**src/rtl/decode_stage.sv**
```systemverilog
// decode_stage: IF/ID register, RV32I decode, 32x32 register file with
// write-through bypass, branch/jump resolution and the ID/EX register.
module decode_stage (
   input  logic        clk,
   input  logic        reset,
   input  logic [31:0] if_instruction,
   input  logic [31:0] if_pc,
   input  logic        stall,
   input  logic        wb_we,
   input  logic [4:0]  wb_rd,
   input  logic [31:0] wb_data,
   output logic        branch_taken,
   output logic [31:0] branch_target,
   output logic        id_ex_valid,
   output logic [31:0] id_ex_pc,
   output logic [31:0] id_ex_a,
   output logic [31:0] id_ex_b,
   output logic [31:0] id_ex_store_data,
   output logic [4:0]  id_ex_rd,
   output logic [3:0]  id_ex_alu_op,
   output logic [2:0]  id_ex_funct3,
   output logic        id_ex_mem_read,
   output logic        id_ex_mem_write,
   output logic        id_ex_reg_write,
   output logic        id_ex_illegal
);
   localparam logic [3:0] OP_ADD = 4'd0, OP_SUB = 4'd1, OP_SLL = 4'd2, OP_SLT = 4'd3,
                          OP_SLTU = 4'd4, OP_XOR = 4'd5, OP_SRL = 4'd6, OP_SRA = 4'd7,
                          OP_OR = 4'd8, OP_AND = 4'd9;

   logic        ifid_valid;
   logic [31:0] ifid_instr, ifid_pc;
   logic [31:0] regs [32];

   logic [6:0]  opcode;
   logic [4:0]  rs1, rs2, rd;
   logic [2:0]  funct3;
   logic        f7b5;
   logic [31:0] imm_i, imm_s, imm_b, imm_u, imm_j;
   logic [31:0] rs1_val, rs2_val;
   logic [31:0] d_a, d_b;
   logic [3:0]  d_op, f3_op;
   logic [4:0]  d_rd;
   logic        d_rw, d_mr, d_mw, d_ill, jump, cond;

   assign opcode = ifid_instr[6:0];
   assign rd     = ifid_instr[11:7];
   assign funct3 = ifid_instr[14:12];
   assign rs1    = ifid_instr[19:15];
   assign rs2    = ifid_instr[24:20];
   assign f7b5   = ifid_instr[30];
   assign imm_i  = {{20{ifid_instr[31]}}, ifid_instr[31:20]};
   assign imm_s  = {{20{ifid_instr[31]}}, ifid_instr[31:25], ifid_instr[11:7]};
   assign imm_b  = {{20{ifid_instr[31]}}, ifid_instr[7], ifid_instr[30:25], ifid_instr[11:8], 1'b0};
   assign imm_u  = {ifid_instr[31:12], 12'd0};
   assign imm_j  = {{12{ifid_instr[31]}}, ifid_instr[19:12], ifid_instr[20], ifid_instr[30:21], 1'b0};

   // Register reads see a same-cycle write-back through the bypass; x0 is hardwired zero.
   assign rs1_val = (rs1 == 5'd0) ? 32'd0 : (wb_we && wb_rd == rs1) ? wb_data : regs[rs1];
   assign rs2_val = (rs2 == 5'd0) ? 32'd0 : (wb_we && wb_rd == rs2) ? wb_data : regs[rs2];

   // IF/ID capture; a taken redirect squashes the wrong-path fetch behind it.
   always_ff @(posedge clk) begin
      if (reset) begin
         ifid_valid <= 1'b0;
         ifid_instr <= 32'h0000_0013;
         ifid_pc    <= 32'd0;
      end else if (!stall) begin
         ifid_valid <= !branch_taken;
         ifid_instr <= if_instruction;
         ifid_pc    <= if_pc;
      end
   end

   // Register file write port; writes to x0 are dropped.
   always_ff @(posedge clk) begin
      if (reset) begin
         for (int i = 0; i < 32; i++) regs[i] <= 32'd0;
      end else if (wb_we && wb_rd != 5'd0) begin
         regs[wb_rd] <= wb_data;
      end
   end

   // funct3 to ALU op for the non-alternate encodings.
   always_comb begin
      f3_op = OP_ADD;
      case (funct3)
         3'b000: f3_op = OP_ADD;
         3'b001: f3_op = OP_SLL;
         3'b010: f3_op = OP_SLT;
         3'b011: f3_op = OP_SLTU;
         3'b100: f3_op = OP_XOR;
         3'b101: f3_op = OP_SRL;
         3'b110: f3_op = OP_OR;
         3'b111: f3_op = OP_AND;
         default: f3_op = OP_ADD;
      endcase
   end

   // Main decode: operand muxing, control, branch condition and redirect target.
   always_comb begin
      d_a = rs1_val;
      d_b = rs2_val;
      d_op = OP_ADD;
      d_rd = rd;
      d_rw = 1'b0;
      d_mr = 1'b0;
      d_mw = 1'b0;
      d_ill = 1'b0;
      jump = 1'b0;
      cond = 1'b0;
      branch_target = ifid_pc + imm_b;
      case (opcode)
         7'b0110011: begin
            d_op = f3_op;
            if (f7b5 && funct3 == 3'b000) d_op = OP_SUB;
            if (f7b5 && funct3 == 3'b101) d_op = OP_SRA;
            d_rw = 1'b1;
         end
         7'b0010011: begin
            d_b = imm_i;
            d_op = f3_op;
            if (f7b5 && funct3 == 3'b101) d_op = OP_SRA;
            d_rw = 1'b1;
         end
         7'b0000011: begin
            d_b = imm_i;
            d_mr = 1'b1;
            d_rw = 1'b1;
         end
         7'b0100011: begin
            d_b = imm_s;
            d_mw = 1'b1;
            d_rd = 5'd0;
         end
         7'b1100011: begin
            d_rd = 5'd0;
            case (funct3)
               3'b000: cond = (rs1_val == rs2_val);
               3'b001: cond = (rs1_val != rs2_val);
               3'b100: cond = ($signed(rs1_val) < $signed(rs2_val));
               3'b101: cond = ($signed(rs1_val) >= $signed(rs2_val));
               3'b110: cond = (rs1_val < rs2_val);
               3'b111: cond = (rs1_val >= rs2_val);
               default: d_ill = 1'b1;
            endcase
         end
         7'b1101111: begin
            d_a = ifid_pc;
            d_b = 32'd4;
            d_rw = 1'b1;
            jump = 1'b1;
            branch_target = ifid_pc + imm_j;
         end
         7'b1100111: begin
            d_a = ifid_pc;
            d_b = 32'd4;
            d_rw = 1'b1;
            jump = 1'b1;
            branch_target = (rs1_val + imm_i) & ~32'd1;
         end
         7'b0110111: begin
            d_a = 32'd0;
            d_b = imm_u;
            d_rw = 1'b1;
         end
         7'b0010111: begin
            d_a = ifid_pc;
            d_b = imm_u;
            d_rw = 1'b1;
         end
         default: begin
            d_ill = 1'b1;
            d_a = 32'd0;
            d_b = 32'd0;
            d_rd = 5'd0;
         end
      endcase
   end

   // Stall has priority over any redirect; the branch re-evaluates after release.
   assign branch_taken = ifid_valid && !stall && !d_ill && (jump || cond);

   // ID/EX register: bubble on stall or empty IF/ID, otherwise the decoded bundle.
   always_ff @(posedge clk) begin
      if (reset || stall || !ifid_valid) begin
         id_ex_valid      <= 1'b0;
         id_ex_pc         <= 32'd0;
         id_ex_a          <= 32'd0;
         id_ex_b          <= 32'd0;
         id_ex_store_data <= 32'd0;
         id_ex_rd         <= 5'd0;
         id_ex_alu_op     <= 4'd0;
         id_ex_funct3     <= 3'd0;
         id_ex_mem_read   <= 1'b0;
         id_ex_mem_write  <= 1'b0;
         id_ex_reg_write  <= 1'b0;
         id_ex_illegal    <= 1'b0;
      end else begin
         id_ex_valid      <= 1'b1;
         id_ex_pc         <= ifid_pc;
         id_ex_a          <= d_a;
         id_ex_b          <= d_b;
         id_ex_store_data <= rs2_val;
         id_ex_rd         <= d_rd;
         id_ex_alu_op     <= d_op;
         id_ex_funct3     <= funct3;
         id_ex_mem_read   <= d_mr;
         id_ex_mem_write  <= d_mw;
         id_ex_reg_write  <= d_rw;
         id_ex_illegal    <= d_ill;
      end
   end
endmodule

```
**config.mk**
```make
export PLATFORM = sky130hd
export DESIGN_NAME = decode_stage
export DESIGN_NICKNAME = d
export VERILOG_FILES = /design/src/rtl/decode_stage.sv
export SDC_FILE = /design/constraint.sdc
export NUM_CORES = 2
export LEC_CHECK = 0
export BUFFER_PORTS_ARGS = -buffer_cell sky130_fd_sc_hd__buf_2
export CAP_MARGIN = 20
export CORE_MARGIN = 2
export CORE_UTILIZATION = 58
export DETAILED_ROUTE_END_ITERATION = 6
export PLACE_DENSITY = 0.76
export SETUP_SLACK_MARGIN = 0.1
export SLEW_MARGIN = 20
export SYNTH_ARGS = -nofsm -noshare
export SYNTH_HDL_FRONTEND = slang
export SYNTH_SLANG_ARGS = --single-unit
```
**constraint.sdc**
```tcl
create_clock -name clk -period 8.81 [get_ports clk]
set_clock_uncertainty 0.05 [all_clocks]
set_input_delay 1.762 -clock clk [delete_from_list [all_inputs] [get_ports clk]]
set_output_delay 1.762 -clock clk [all_outputs]
set_load 0.1 [all_outputs]
```
# After elaboration in Yosys (flattened, before gate mapping)

Memory sizes are Yosys's and may differ from the RTL's. A register that Yosys moved wholly into a read port is not among the register bits.
Cells that the tools add are included.

Reductions and logical operators: 30
Equal/unequal tests: 18
$lt $le $gt $ge: 4
Add/subtract/negate cells: 3
Bitwise gates (word level): 1
Muxes and demuxes: 34

Operators with widths:

| kind                                           | count |
|---|---|
| two-way mux 32 bit                             | 5 |
| one-hot mux 32 bit (5 select lines)            | 1 |
| one-hot mux 32 bit (2 select lines)            | 2 |
| adder 32 bit                                   | 3 |
| greater-or-equal comparator 32 bit             | 2 |
| less-than comparator 32 bit                    | 2 |
| == test 32 bit                                 | 1 |
| != test 32 bit                                 | 1 |
| OR reduction 32 bit                            | 1 |
| two-way mux 5 bit                              | 5 |
| == test 7 x 6 -> 1 bit (second input constant) | 3 |
| == test 7 bit (second input constant)          | 3 |
| == test 7 x 5 -> 1 bit (second input constant) | 2 |
| two-way mux 1 bit                              | 13 |
| == test 3 bit (second input constant)          | 4 |
| two-way mux 4 bit                              | 3 |
| == test 5 bit                                  | 2 |
| zero test 5 bit                                | 2 |
| OR reduction 2 bit                             | 5 |
| logical AND 1 bit                              | 8 |
| one-hot mux 4 bit (2 select lines)             | 1 |
| OR reduction 8 bit                             | 1 |
| == test 7 x 2 -> 1 bit (second input constant) | 1 |
| OR reduction 7 bit                             | 1 |
| other kinds (12)                               | 18 |

Logic and storage cells: 107
Output and inout port bits: 178
Memory bits (read-only): 32
RAM bits: 1,024
Memories: 2
Bits of input ports: 105
Register bits after elaboration: 210

Memories:

| memory           | words | bits a word | rd ports | clocked after Yosys merged registers in | write ports | line | RTL |
|---|---|---|---|---|---|---|---|
| regs             | 32    | 32          | 2        | 2                                       | 32          | 33   | `logic [31:0] regs [32];` |
| (name not given) | 8     | 4           | 1        | 1                                       | 0           | 87   | `case (funct3)` |

# Depth between registers and ports, before layout

Word-level depth: 10
Mapped depth: 23
Gate-level depth less buffers: 19

# Least setup slack after synthesis

No wires, ideal clock.

Kind: in2out
From: in wb_rd[3]
To: out branch_target[24]
Arrival time: 7,646 ps
Data required time: 6,998 ps
Path buffers: 4
Stages on the path: 18
Path slack: -648 ps
Path through: clkbuf_1 > xnor2_1 > nand4_1 > or2_2 > clkbuf_1 > clkbuf_1 > clkbuf_1 > a211oi_1 > ha_1 > a21o_1 > or4_1 > a31oi_1 > a21boi_1 > o31ai_1 > nand3_1 > a31oi_1 > xor2_1 > o21ai_0

Word-level cells in the longest chain between the ends: 6

Ends and longest elaborated chain:

| item                                | line | RTL |
|---|---|---|
| from (decl)                         | 10   | `input logic [4:0] wb_rd,` |
| == test 5 bit                       | 59   | `assign rs1_val = (rs1 == 5'd0) ? 32'd0 : (wb_we && wb_rd == rs1) ? wb_data : regs[rs1];` |
| logical AND 1 bit                   | 59   |  |
| two-way mux 32 bit (2 in series)    | 59   |  |
| adder 32 bit                        | 160  | `branch_target = (rs1_val + imm_i) & ~32'd1;` |
| one-hot mux 32 bit (2 select lines) | 113  | `case (opcode)` |
| to (decl)                           | 13   | `output logic [31:0] branch_target,` |

No other way between the ends.

==> summary.md <==
| Metric | Value |
|---|---|
| Run status | `finished clean` |
| CP endpoint kind | `output port` |
| Setup crit start kind | `register` |
| Vias in the first global route | `44000` |
| Yosys reg bits | `1248` |
| RSZ-0062 raised after global routing | `yes` |
| Pins Over Slew Limit | `0` |
| Worst path cell trace | `buf_12 > buf_4 > mux4_2 > mux4_2 > mux2i_1 > a211oi_1 > inv_1 > ha_1 > a21oi_1 > or3_1 > o211ai_1 > a21oi_1 > o221ai_1 > a21o_1 > or4_1 > and3_1 > o221a_2 > buf_12` |
| Fin. Hold Viols | `0` |
| GPL Wtd Cong | `1.03` |
| CP Class | `register to output port` |
| DRT Pass-1 Iters | `6` |
| Initial Utilization | `58.2%` |
| DP Cell Count | `~6200` |
| Final Critical Period | `about 8600 ps` |
| R2R Path End | `ifid_valid$_SDFFE_PP0N_` |
| Final period utilization | `between 90 and 100%` |
| Max Buffers Root-to-Sink | `3` |
| Hold path endpoint | `id_ex_alu_op[3]$_SDFF_PN0_` |
| Async S/R FF share, synth | `0%` |
| Worst Hold Depth | `2` |
| Area contributors post-synth | `edfxtp_1, mux4_2, and2_1` |
| CP max-delay cell | `dfxtp_4` |
| CP delay by family, top | `compound AO/OA/AOI/OAI gates` |
| Finished Layout Cells | `around 6500` |
| Reg2Reg Setup Slack | `~2700 ps` |
| Lkg Pwr | `27.1 nW` |
| Vias per cell | `6.81` |
| Reg2Reg Depth | `18` |
| Ys Warns | `0` |
| Seq/Total Area, Yosys | `53.1%` |
| WP buf/inv | `4` |
| Global-route usage over all layers | `36.7%` |
| Max-cap viol count | `0` |
| Synth Instances | `4650` |
| Library cells used by synthesis | `76` |
| Pwr per Cell Area | `197 nW/µm²` |
| Worst skew pair latency | `about 740 ps` |
| Worst hold start | `f3_op[3]$_SDFF_PN0_` |
| Crit path largest cell delay | `~800 ps` |
| Die area | `117000 µm²` |
| I/O pins | `283` |
| Share of layout cells above drive strength 1 | `about 29%` |
| Yosys top cell by area | `edfxtp_1` |
| Die height | `342 µm` |
| Wirelength per Cell | `33.1 µm` |
| CTS H-tree depth | `3` |
| CP Data Arrival Time | `6780 ps` |
| DRC errors left | `0` |
| Final WL | `~210000 µm` |
| Core region area | `roughly 110000 µm²` |
| GRT overflow | `0` |
| Layout Area Growth over Synthesis | `12.4%` |
| HPWL after DPL | `around 140000 µm` |
| Row count | `around 120` |
| Clock slew at reported path FFs | `~60 ps` |
| CTS tree | `built` |
| First-pass GRT wire length | `305000 µm` |
| Fmax | `0.116 GHz` |
| Nets@finish | `5055` |
| Final setup violation count | `0` |
| Chip width | `between 300 and 400 µm` |
| DR vias | `44100` |
| Clock root buffer | `clkbuf_16` |
| Crit path max fanout | `21` |
| CP required | `7000 ps` |
| Netlist Area Pre-Place | `66300 µm²` |
| Worst rel slew slack | `between 15 and 20%` |
| Type of the most critical hold path | `register to register` |
| Post-synth top flop | `edfxtp_1` |
| Synth Area per Inst | `14.3 µm²` |
| Peak VDD IR | `179 µV` |
| Input/output buffers | `~280` |
| Setup_tns | `0 ps` |
| Routed Antenna Nets | `0` |
| DRT iter0 DRCs | `6009` |
| CTS buffer count | `121` |
| Largest net degree at the start of global routing | `56` |
| EDFF count, synth | `1024` |
| Least-Margin Pin Slew | `1260 ps` |
| Clk sinks | `1248` |
| Share of the synthesized area in the top cell type | `46.4%` |
| Initial antenna violation count | `13` |
[power by group]
part / switching [mW] / internal [mW] / leakage, nW
registers: 0.218 / 6.67 / 11.6
logic: 1.46 / 0.987 / 13.5
clock network: 2.33 / 3.03 / 2.04
[cell usage after synthesis (all sizes together) (7+ instances only)]
library cell,count
mux2i,138
a221oi,20
nand2b,12
a31oi,14
nor2,267
nor2b,18
clkbuf,357
nand2,81
a21o,59
o21bai,9
dfxtp,224
nand4,16
mux4,628
or2,36
nor4,7
inv,60
buf,77
a21oi,76
o21a,12
a22o,31
o31ai,9
a22oi,16
o211ai,7
nor3,15
and2,1042
edfxtp,1024
nand3,25
xnor2,30
a211o,7
nand3b,9
a211oi,62
and3,13
ha,92
o21ai,52
xor2,36
[cell type report]
cell class                 count  area [µm²]
sequential                  1248       35300
timing repair buffer         487        3520
antenna                       10        25.0
multi-input combinational   2939       29500
fill                        7888       39300
tap                         1512        1890
clock inverter                64         597
inverter                      60         225
clock buffer                 166        3530
[through the flow]
stage                     total power, mW  instance area, µm²  hold WS [ps]  worst slack, ps  utilization, %
after global placement               9.34               70300           364              354            61.7
after detailed placement             9.39               70300           365              363            61.7
after global routing                 15.1               74500           395             97.5            65.4
after CTS                            14.7               74400           374              241            65.4
after floorplan                      8.50               66500           358              107               -
final                                14.7               74500           376              221            65.4
[flip-flops by register name, indices dropped and copies added (netlist names), 3 cells and up, named ones only]
| signal | flops |
|---|---|
| f3_op | 4 |
| id_ex_a | 32 |
| id_ex_alu_op | 4 |
| id_ex_b | 32 |
| id_ex_funct3 | 3 |
| id_ex_pc | 32 |
| id_ex_rd | 5 |
| id_ex_store_data | 32 |
| ifid_instr | 32 |
| ifid_pc | 32 |
| regs | 1024 |
[cell families after synthesis]
family	share of synthesized area, %
buffers and inverters	2.91
adders and majority gates	1.78
xor gates and xnor gates	0.872
DFF	53.1
other	0.00565
and+or+nand+nor	13.4
muxes	23.5
AOI/OAI and AO/OA	4.40
[cells in the final DEF, fill, tap and decap left out, drive strengths merged, types with 25 or more instances in the layout]
| master | instances |
|---|---|
| a211oi | 62 |
| a21o | 59 |
| a21oi | 76 |
| a22o | 31 |
| and2 | 1042 |
| buf | 487 |
| clkbuf | 166 |
| clkinv | 49 |
| conb | 32 |
| dfxtp | 224 |
| edfxtp | 1024 |
| ha | 92 |
| inv | 65 |
| mux2i | 138 |
| mux4 | 628 |
| nand2 | 81 |
| nand3 | 25 |
| nor2 | 267 |
| o21ai | 52 |
| or2 | 36 |
| xnor2 | 30 |
| xor2 | 36 |
[repair_timing]
item                       in CTS  in global routing
resized for setup               0                  8
buffers inserted                0                  1
hold buffers                    0                  0
setup endpoints to repair       0                  5
[routing by layer]
metal,share of wire (%),GRT usage [%],vias up
li1,-,-,18100
met1,34,45.7,22000
met2,46,57.4,3374
met3,14,11.4,688
met4,6.0,20.3,6
met5,0.017,0,-
[worst reg2reg max path, cell delays in order, from the launching register on]
cell      delay (ps)
dfxtp_4          800
buf_12           300
buf_4            380
mux4_2           580
mux4_2           540
mux2i_1          450
a211oi_1         180
inv_1            110
ha_1             250
a21oi_1          390
or3_1            180
o211ai_1          80
a21oi_1          140
o221ai_1         270
a21o_1           300
or4_1            400
and3_1           180
o221a_2          310
a211oi_2         150
[worst max-delay path by stage]
| stage | start | end | slack, ps | cells past startpoint |
|---|---|---|---|---|
| 2_1_floorplan | wb_rd[3] | branch_target[24] | 110 | 18 |
| 3_3_place_gp | wb_rd[2] | branch_taken | 350 | 18 |
| 3_5_place_dp | wb_rd[2] | branch_taken | 360 | 18 |
| 4_1_cts | register | branch_taken | 240 | 17 |
| 5_1_grt | ifid_instr[5]$_SDFFE_PP0N_ | branch_target[29] | 100 | 20 |
| 6_report | register | branch_taken | 220 | 18 |
(Power assumes the default switching activity.)
